<file path="src/rtl/sr_cmd_if.sv">
// Request handshake carrying "make Q equal v" commands into the SR command driver.
interface sr_cmd_if;
  logic req_valid;
  logic req_ready;
  logic req_val;
  logic req_force;

  modport master (output req_valid, output req_val, output req_force, input req_ready);
  modport slave  (input req_valid, input req_val, input req_force, output req_ready);
endinterface

</file>
<file path="src/rtl/sr_cmd_driver.sv">
// Drives legal S/R pulses into one SR flip-flop, reads Q back and retries a bounded
// number of times before reporting an error.
module sr_cmd_driver #(
  parameter int PULSE_W   = 2,
  parameter int SETTLE_W  = 1,
  parameter int MAX_RETRY = 3,
  parameter int CNT_W     = 8
) (
  input  logic             clk,
  input  logic             rst,
  sr_cmd_if.slave          cmd,
  input  logic             q_fb,
  output logic             S,
  output logic             R,
  output logic             busy,
  output logic             done,
  output logic             err,
  output logic [CNT_W-1:0] set_cnt,
  output logic [CNT_W-1:0] rst_cnt
);

  localparam logic [2:0] IDLE   = 3'd0;
  localparam logic [2:0] DRIVE  = 3'd1;
  localparam logic [2:0] SETTLE = 3'd2;
  localparam logic [2:0] CHECK  = 3'd3;
  localparam logic [2:0] RESP   = 3'd4;

  localparam int PH_MAX = (PULSE_W > SETTLE_W) ? PULSE_W : SETTLE_W;
  localparam int PH_W   = (PH_MAX > 1) ? $clog2(PH_MAX) : 1;
  localparam int ATT_W  = $clog2(MAX_RETRY + 2);

  localparam logic [PH_W-1:0]  PULSE_LAST  = PH_W'(PULSE_W - 1);
  localparam logic [PH_W-1:0]  SETTLE_LAST = PH_W'(SETTLE_W - 1);
  localparam logic [ATT_W-1:0] ATT_LAST    = ATT_W'(MAX_RETRY + 1);

  logic [2:0]       state, state_d;
  logic             tgt, tgt_d;
  logic [PH_W-1:0]  phase, phase_d;
  logic [ATT_W-1:0] attempts, att_d;
  logic             err_d;
  logic             drive_entry;

  always_comb begin
    // NOTE: every variable gets a default before the case so no path can infer a latch.
    state_d     = state;
    tgt_d       = tgt;
    phase_d     = phase;
    att_d       = attempts;
    err_d       = 1'b0;
    drive_entry = 1'b0;

    case (state)
      IDLE: begin
        if (cmd.req_valid) begin
          tgt_d = cmd.req_val;
          att_d = '0;
          // X/Z on q_fb must never look like a match, hence the case equality.
          if (!cmd.req_force && (q_fb === cmd.req_val)) state_d = RESP;
          else                                          state_d = DRIVE;
        end
      end
      DRIVE: begin
        if (phase == PULSE_LAST) begin
          state_d = SETTLE;
          phase_d = '0;
        end else begin
          phase_d = phase + PH_W'(1);
        end
      end
      SETTLE: begin
        if (phase == SETTLE_LAST) begin
          state_d = CHECK;
          phase_d = '0;
        end else begin
          phase_d = phase + PH_W'(1);
        end
      end
      CHECK: begin
        if (q_fb === tgt) begin
          state_d = RESP;
        end else if (attempts < ATT_LAST) begin
          state_d = DRIVE;
        end else begin
          state_d = RESP;
          err_d   = 1'b1;
        end
      end
      RESP:    state_d = IDLE;
      default: state_d = IDLE;
    endcase

    // One count per pulse: only the transition into DRIVE counts, not its cycles.
    drive_entry = (state_d == DRIVE) && (state != DRIVE);
    if (drive_entry) begin
      att_d   = att_d + ATT_W'(1);
      phase_d = '0;
    end
  end

  // Outputs are registered from the next state so S/R line up with the state they belong to.
  always_ff @(posedge clk) begin
    // NOTE: sequential state uses non-blocking assignments so every register sees pre-edge values.
    if (rst) begin
      state         <= IDLE;
      tgt           <= 1'b0;
      phase         <= '0;
      attempts      <= '0;
      S             <= 1'b0;
      R             <= 1'b0;
      cmd.req_ready <= 1'b1;
      busy          <= 1'b0;
      done          <= 1'b0;
      err           <= 1'b0;
      set_cnt       <= '0;
      rst_cnt       <= '0;
    end else begin
      state         <= state_d;
      tgt           <= tgt_d;
      phase         <= phase_d;
      attempts      <= att_d;
      S             <= (state_d == DRIVE) &&  tgt_d;
      R             <= (state_d == DRIVE) && !tgt_d;
      cmd.req_ready <= (state_d == IDLE);
      busy          <= (state_d != IDLE);
      done          <= (state_d == RESP);
      err           <= (state_d == RESP) && err_d;
      if (drive_entry &&  tgt_d && (set_cnt != {CNT_W{1'b1}})) set_cnt <= set_cnt + CNT_W'(1);
      if (drive_entry && !tgt_d && (rst_cnt != {CNT_W{1'b1}})) rst_cnt <= rst_cnt + CNT_W'(1);
    end
  end

endmodule
</file>
<file path="src/flat_wrapper.sv">
// flat-port wrapper written by rule: the top's interface ports become plain ports
module sr_cmd_driver_flat 
#(
  parameter int PULSE_W   = 2,
  parameter int SETTLE_W  = 1,
  parameter int MAX_RETRY = 3,
  parameter int CNT_W     = 8
)
  (clk, rst, q_fb, S, R, busy, done, err, set_cnt, rst_cnt, cmd_req_valid, cmd_req_val, cmd_req_force, cmd_req_ready);
  sr_cmd_if cmd_i ();
  input  logic clk;
  input  logic rst;
  input  logic q_fb;
  output logic S;
  output logic R;
  output logic busy;
  output logic done;
  output logic err;
  output logic [CNT_W-1:0] set_cnt;
  output logic [CNT_W-1:0] rst_cnt;
  input wire logic [$bits(cmd_i.req_valid)-1:0] cmd_req_valid;
  input wire logic [$bits(cmd_i.req_val)-1:0] cmd_req_val;
  input wire logic [$bits(cmd_i.req_force)-1:0] cmd_req_force;
  output wire logic [$bits(cmd_i.req_ready)-1:0] cmd_req_ready;
  assign cmd_i.req_valid = cmd_req_valid;
  assign cmd_i.req_val = cmd_req_val;
  assign cmd_i.req_force = cmd_req_force;
  assign cmd_req_ready = cmd_i.req_ready;
  sr_cmd_driver #(.PULSE_W(PULSE_W), .SETTLE_W(SETTLE_W), .MAX_RETRY(MAX_RETRY), .CNT_W(CNT_W)) u_core (.clk(clk), .rst(rst), .cmd(cmd_i), .q_fb(q_fb), .S(S), .R(R), .busy(busy), .done(done), .err(err), .set_cnt(set_cnt), .rst_cnt(rst_cnt));
endmodule
</file>
<file path="config.mk">
export PLATFORM = sky130hd
export DESIGN_NAME = sr_cmd_driver_flat
export DESIGN_NICKNAME = d
export VERILOG_FILES = /design/src/rtl/sr_cmd_if.sv /design/src/rtl/sr_cmd_driver.sv /design/src/flat_wrapper.sv
export SDC_FILE = /design/constraint.sdc
export NUM_CORES = 1
export LEC_CHECK = 0
export ABC_AREA = 1
export BUFFER_PORTS_ARGS = -buffer_cell sky130_fd_sc_hd__buf_4
export CAP_MARGIN = 40
export CORE_MARGIN = 2
export CORE_UTILIZATION = 55
export CTS_CLUSTER_DIAMETER = 80
export DETAILED_ROUTE_END_ITERATION = 12
export HOLD_SLACK_MARGIN = 0.06
export PLACE_DENSITY_LB_ADDON = 0.12
export SYNTH_ARGS = -nofsm -noshare
export SYNTH_HDL_FRONTEND = slang
export SYNTH_SLANG_ARGS = --single-unit
export TNS_END_PERCENT = 100
</file>
<file path="constraint.sdc">
create_clock -name clk -period 2.6 [get_ports clk]
set_clock_uncertainty 0.15 [all_clocks]
set_input_delay 0.52 -clock clk [delete_from_list [all_inputs] [get_ports clk]]
set_output_delay 0.52 -clock clk [all_outputs]
set_load 0.05 [all_outputs]
</file>
# Word-level counts from Yosys, hierarchy flattened
# Index checks and enable logic that the tools add are counted.
# totals
elab_cells	61
regBits	30
# op_classes
n_reduce_logical	16
eq_ne	10
magnitude_cmp	1
muxes	18
n_addsub	4
# ops
operator	n
two-way mux 3 bit	9
adder 8 x 1 -> 8 bit (second input constant)	2
inequality test 8 bit (second input constant)	2
case mux 3 bit (4 select lines)	1
logical AND 1 bit	9
two-way mux 1 bit	7
equality test 3 x 1 -> 1 bit (second input constant)	2
equality test 3 x 2 -> 1 bit (second input constant)	2
zero test 3 bit	2
adder 3 x 1 -> 3 bit (second input constant)	1
equality test 3 bit (second input constant)	1
less-than comparator 3 bit (second input constant)	1
inequality test 3 x 1 -> 1 bit (second input constant)	1
nonzero test 3 bit	1
=== test 1 bit	2
zero test 1 bit	2
case mux 1 bit (2 select lines)	1
nonzero test 2 bit	1
OR reduction 2 bit	1
adder 1 bit (second input constant)	1

# Longest topological paths before layout
# logic_depth
ltp_word	9
depth_mapped	10
depth_no_buf	9

# Worst setup path after synthesis
# OpenSTA, ideal clock, no wires.
# synth_path
path_kind	flip-flop to flip-flop
start	register u_core.rst_cnt[1]
end	register u_core.rst_cnt[5]
period_less_slack_ns	1.967
stages_incl_launch_ff	8
arrival_time_ns	1.746
setup_ns	0.071
path_buffers	0
setup_slack_ns	0.633
required_time_ns	2.379
path_cell_list	dfxtp_1 -> ha_1 -> nand2_1 -> nor2_1 -> nand4_2 -> nand3_2 -> nand2_1 -> a21oi_1
# synth_between
elab_chain_cells	2
# synth_rtl
item	line_no	source
from (decl)	sr_cmd_driver.sv:19	output logic [CNT_W-1:0] rst_cnt
from (signal assigned)	sr_cmd_driver.sv:128	if (drive_entry && !tgt_d && (rst_cnt != {CNT_W{1'b1}})) rst_cnt <= rst_cnt + CNT_W'(1);
parallel branches: the longest is 2 deep, another holds adder 8 x 1 -> 8 bit	--	
# Several ways; the timed one is not identified.
# A chain may end at the register's enable or synchronous reset.

# Worst setup path after layout
# layout_path
start	register u_core.rst_cnt[1]
end	register u_core.rst_cnt[0]
# layout_between
elab_chain_cells	2
# layout_rtl
item	line_no
inequality test 8 bit	sr_cmd_driver.sv:128
logical AND 1 bit	sr_cmd_driver.sv:128
# Every way passes these cells.

==> results <==
- The switching power as a share of total power is 30.2%.
- The final RePlAce weighted congestion is 0.818.
- In the post-synthesis netlist, the biggest area contributors are dfxtp_1 39%, nand2_1 13%, inv_1 6.3%, nor2_1 6.3%, a21oi_1 5.5%.
- The aggregate negative setup slack is 0 ns.
- The power per cell area is 573 mW/mm^2.
- Pin placement for this block handled 28 I/O pins.
- After detailed routing, the number of vias per cell comes to 5.14.
- Internal power comes to 0.000732 W.
- Per report_power, the sequential group accounts for 47.0% of the total.
- The TritonCTS clock tree is yes.
- The routed design could run at a clock period as short as 1.75 ns.
- The insertion delay to the later sink of the worst-skew pair is 0.33 ns.
- In this run the number of H-tree levels came out at 2.
- The sum of overflow across all layers after global routing is 0.
- The final number of hold-violating endpoints is 0.
- Together, buffers and inverters on the worst path number 0.
- The type of the tightest min-delay check is reg2reg.
- The floorplan step defined a die boundary enclosing 0.00326 sq mm.
- The floorplan has 19 rows.
- The maximum buffer depth of the clock tree is 2.
- The count of routing violations after the opening detailed-route iteration is 63.
- The initial antenna violation count is 0.
- The mean post-synth cell area is 7.11 sq um.
- Summed over all nets, the switching power comes to 0.000317 W.
- The first-pass detailed-route iteration total is 4.
- The overall die height is 57.1 um.
- The area share of the largest cell type after synthesis is 38.8%.
- The number of instances resized during post-cts repair is 0.
- The share of layout cells above drive strength 1 is 20.1%.
- The CTS sink count is 30.
- For the worst setup path, the data required time is 2.68 ns.
- After synthesis, flip-flops and latches occupy 38.8% of the total area.
- The clock network is responsible for 35.2% of the overall power.
- The signal on the critical path passes through ha_1 -> nand2_1 -> nor2_1 -> nand4_2 -> nand3_2 -> nand2_1 -> nand2_1 -> nor2_1.
- The share of the clock period used by the worst path after layout is 67.3%.
- The biggest area contributor in the post-synthesis netlist is dfxtp_1.
- The top cell types in the final layout, fill and taps aside, are 55 x nand2_1, 30 x dfxtp_1, 27 x buf_4.
- Counting flops and latches in the post-synthesis netlist gives 30.
- Compared with the post-synthesis result, the final layout area differs by 18.2%.
- The antenna diode instance count is 0.
- The analysis attributes to cell leakage a power of 0.820 nW.
- The fmax is 571 MHz.
- The first global-routing pass estimated 5000 um of wire.
- Measured along the x axis, the die boundary spans 57.1 um.
- The total CTS buffers is 5.
- The maximum fanout encountered on the critical timing path is 8.
- The critical path capture point type is a flip-flop.
- The pin count of the biggest net entering global routing is 24.
- Max-cap violations in this run came to 0.
- The overall fraction of global-route tracks in use is 20.0%.
- After filler insertion, the fill cell instance count of the layout stands at 240.
- In this run, distinct cell masters in the synthesized netlist total 24.
- During placement, the flow inserted port buffers numbering 27.
- The total number of vias is 1438.
- The number of slew-limit violations in the final report is 0.
- CTS placed an instance of clkbuf_4 at the clock tree root.
- The category of cells accounting for the largest share of critical-path delay is simple AND/OR/NAND/NOR gates.
- Clock-pin slew was measured on the worst setup and hold paths at 0.10 ns.
- The highest ir drop seen on vdd is 494 uV.
- For this configuration, the core starts out at a cell density of 57.2%.
- At the end of the flow, the number of nets in the layout was 257.
- After detailed routing, the average wire length per cell comes to 10.7 um.
- Leaving out fill and tap cells, the most frequent cell in the layout is nand2_1.
- The number of setup violations in the final report is 0.
- The worst setup path is launched from a flip-flop.
- For this design, the slowest cell found on the critical path is dfxtp_1.
- After floorplanning, the core was sized to cover 0.00271 sq mm.
- The biggest cell delay along the critical path is 0.41 ns.
- The aggregate routed wire length is 2990 um.
- Per report_power, the combinational group accounts for 17.8% of the total.
- The run finished with clean final reports.
- The type of the worst setup path is reg2reg.
- The cell area after synthesis is 0.00155 sq mm.
- The DRC violations left is 0.
- Measured against its own limit, the worst slew margin works out to 80.0%.
- The number of warnings reported in the yosys synthesis log is 0.
- The minimum hold slack is 0.329 ns.
- The transition time at the pin with the least slew margin is 0.301 ns.
- In this design, the critical path's most frequently occurring cell is nand2_1.
- Setup repair after global routing left no endpoint under its margin.
- The via count of the first global-routing pass is 1166.
- Data arrives at the worst endpoint at 1.83 ns.
- Buffers inserted to repair hold after CTS numbered 0.
- The synthesized netlist net count is 227.
- Detailed placement ended at an HPWL of 2130 um.
- The post-detailed-route count of antenna-violating nets is 0.
- The number of setup buffers added after CTS is 0.
- The post-synthesis cell count is 218.
==> stage by stage <==
step           cells  cell area, sq um  setup WS, ns  util (%)  power [W]
2_1_floorplan    218              1550         0.633         -   0.000652
3_3_place_gp     272              1750         0.781      64.7   0.000690
3_5_place_dp     272              1750         0.774      64.7   0.000691
4_1_cts          280              1830         0.863      67.5    0.00106
5_1_grt          280              1830         0.650      67.5    0.00109
6_report         280              1830         0.850      67.5    0.00105
==> sequential cells by signal, indices dropped and copies added (netlist names) <==
| register | flops |
|---|---|
| u_core.R | 1 |
| u_core.S | 1 |
| u_core.attempts | 3 |
| u_core.busy | 1 |
| u_core.cmd.req_ready | 1 |
| u_core.done | 1 |
| u_core.err | 1 |
| u_core.phase | 1 |
| u_core.rst_cnt | 8 |
| u_core.set_cnt | 8 |
| u_core.state | 3 |
| u_core.tgt | 1 |
==> power groups by stage <==
stage | clock network (W) | registers, W | logic [W]
6_report | 0.000369 | 0.000493 | 0.000187
3_3_place_gp | 0 | 0.000504 | 0.000186
4_1_cts | 0.000377 | 0.000493 | 0.000187
2_1_floorplan | 0 | 0.000545 | 0.000106
3_5_place_dp | 0 | 0.000504 | 0.000187
5_1_grt | 0.000390 | 0.000495 | 0.000208
==> layout make-up <==
cell class	count	area [sq um]	area share [%]
clock inverters	3	40.0	2.19
clock buffers	5	37.5	2.05
inverters	27	101	5.54
repair buffers	27	203	11.1
well taps	31	38.8	2.12
flip-flops and latches	30	601	32.8
multi-input cells	157	810	44.2
==> kinds of logic (layout without fill, tap and decap cells) <==
kind of cell	count (synthesis)	in the layout	synth area share, %
AO/OA/AOI/OAI	24	24	7.84
adder cells (fa/ha/maj)	3	3	2.42
AND/OR/NAND/NOR	126	126	39.7
buffers and inverters	31	62	8.97
flip-flops	30	30	38.8
XOR/XNOR	4	4	2.26
==> layer usage <==
layer | track usage, % | vias to the layer above | share of wire (%)
met1 | 25.6 | 625 | 47
li1 | - | 764 | -
met5 | 0 | - | 0
met3 | 5.44 | 8 | 6.6
met2 | 30.9 | 41 | 44
met4 | 10.3 | 0 | 2.2
==> path summary, 6_finish.rpt <==
kind	cells after the start	startpoint	to	slack, ns
max	8	u_core.rst_cnt[1]$_SDFFE_PP0P_	u_core.rst_cnt[0]$_SDFFE_PP0P_	0.85
min	2	u_core.attempts[2]$_SDFF_PP0_	u_core.err$_SDFF_PP0_	0.33
max reg2reg	8	u_core.rst_cnt[1]$_SDFFE_PP0P_	u_core.rst_cnt[0]$_SDFFE_PP0P_	0.85
min reg2reg	2	u_core.attempts[2]$_SDFF_PP0_	u_core.err$_SDFF_PP0_	0.33
==> synthesized netlist by cell type <==
| master | count |
|---|---|
| nand3_2 | 2 |
| nand4_2 | 2 |
| nor3_1 | 3 |
| buf_8 | 2 |
| nor2_2 | 1 |
| inv_1 | 26 |
| ha_1 | 3 |
| nand4_1 | 12 |
| xor2_1 | 2 |
| a31oi_1 | 1 |
| nand3b_1 | 3 |
| nand3_4 | 1 |
| nand2_4 | 1 |
| a21oi_1 | 17 |
| inv_2 | 1 |
| nor2_4 | 2 |
| clkbuf_1 | 2 |
| o21ai_0 | 6 |
| nand2_1 | 55 |
| dfxtp_1 | 30 |
| xnor2_1 | 2 |
| nand3_1 | 13 |
| nor2_1 | 26 |
| nand2_2 | 5 |
==> worst register-to-register path, delay by kind of cell (launching register included) <==
kind | cells | cell delay, ns
simple gates | 7 | 0.86
fa+ha+maj | 1 | 0.23
flops | 1 | 0.41
No activity file was read; power rests on OpenSTA's default activity.
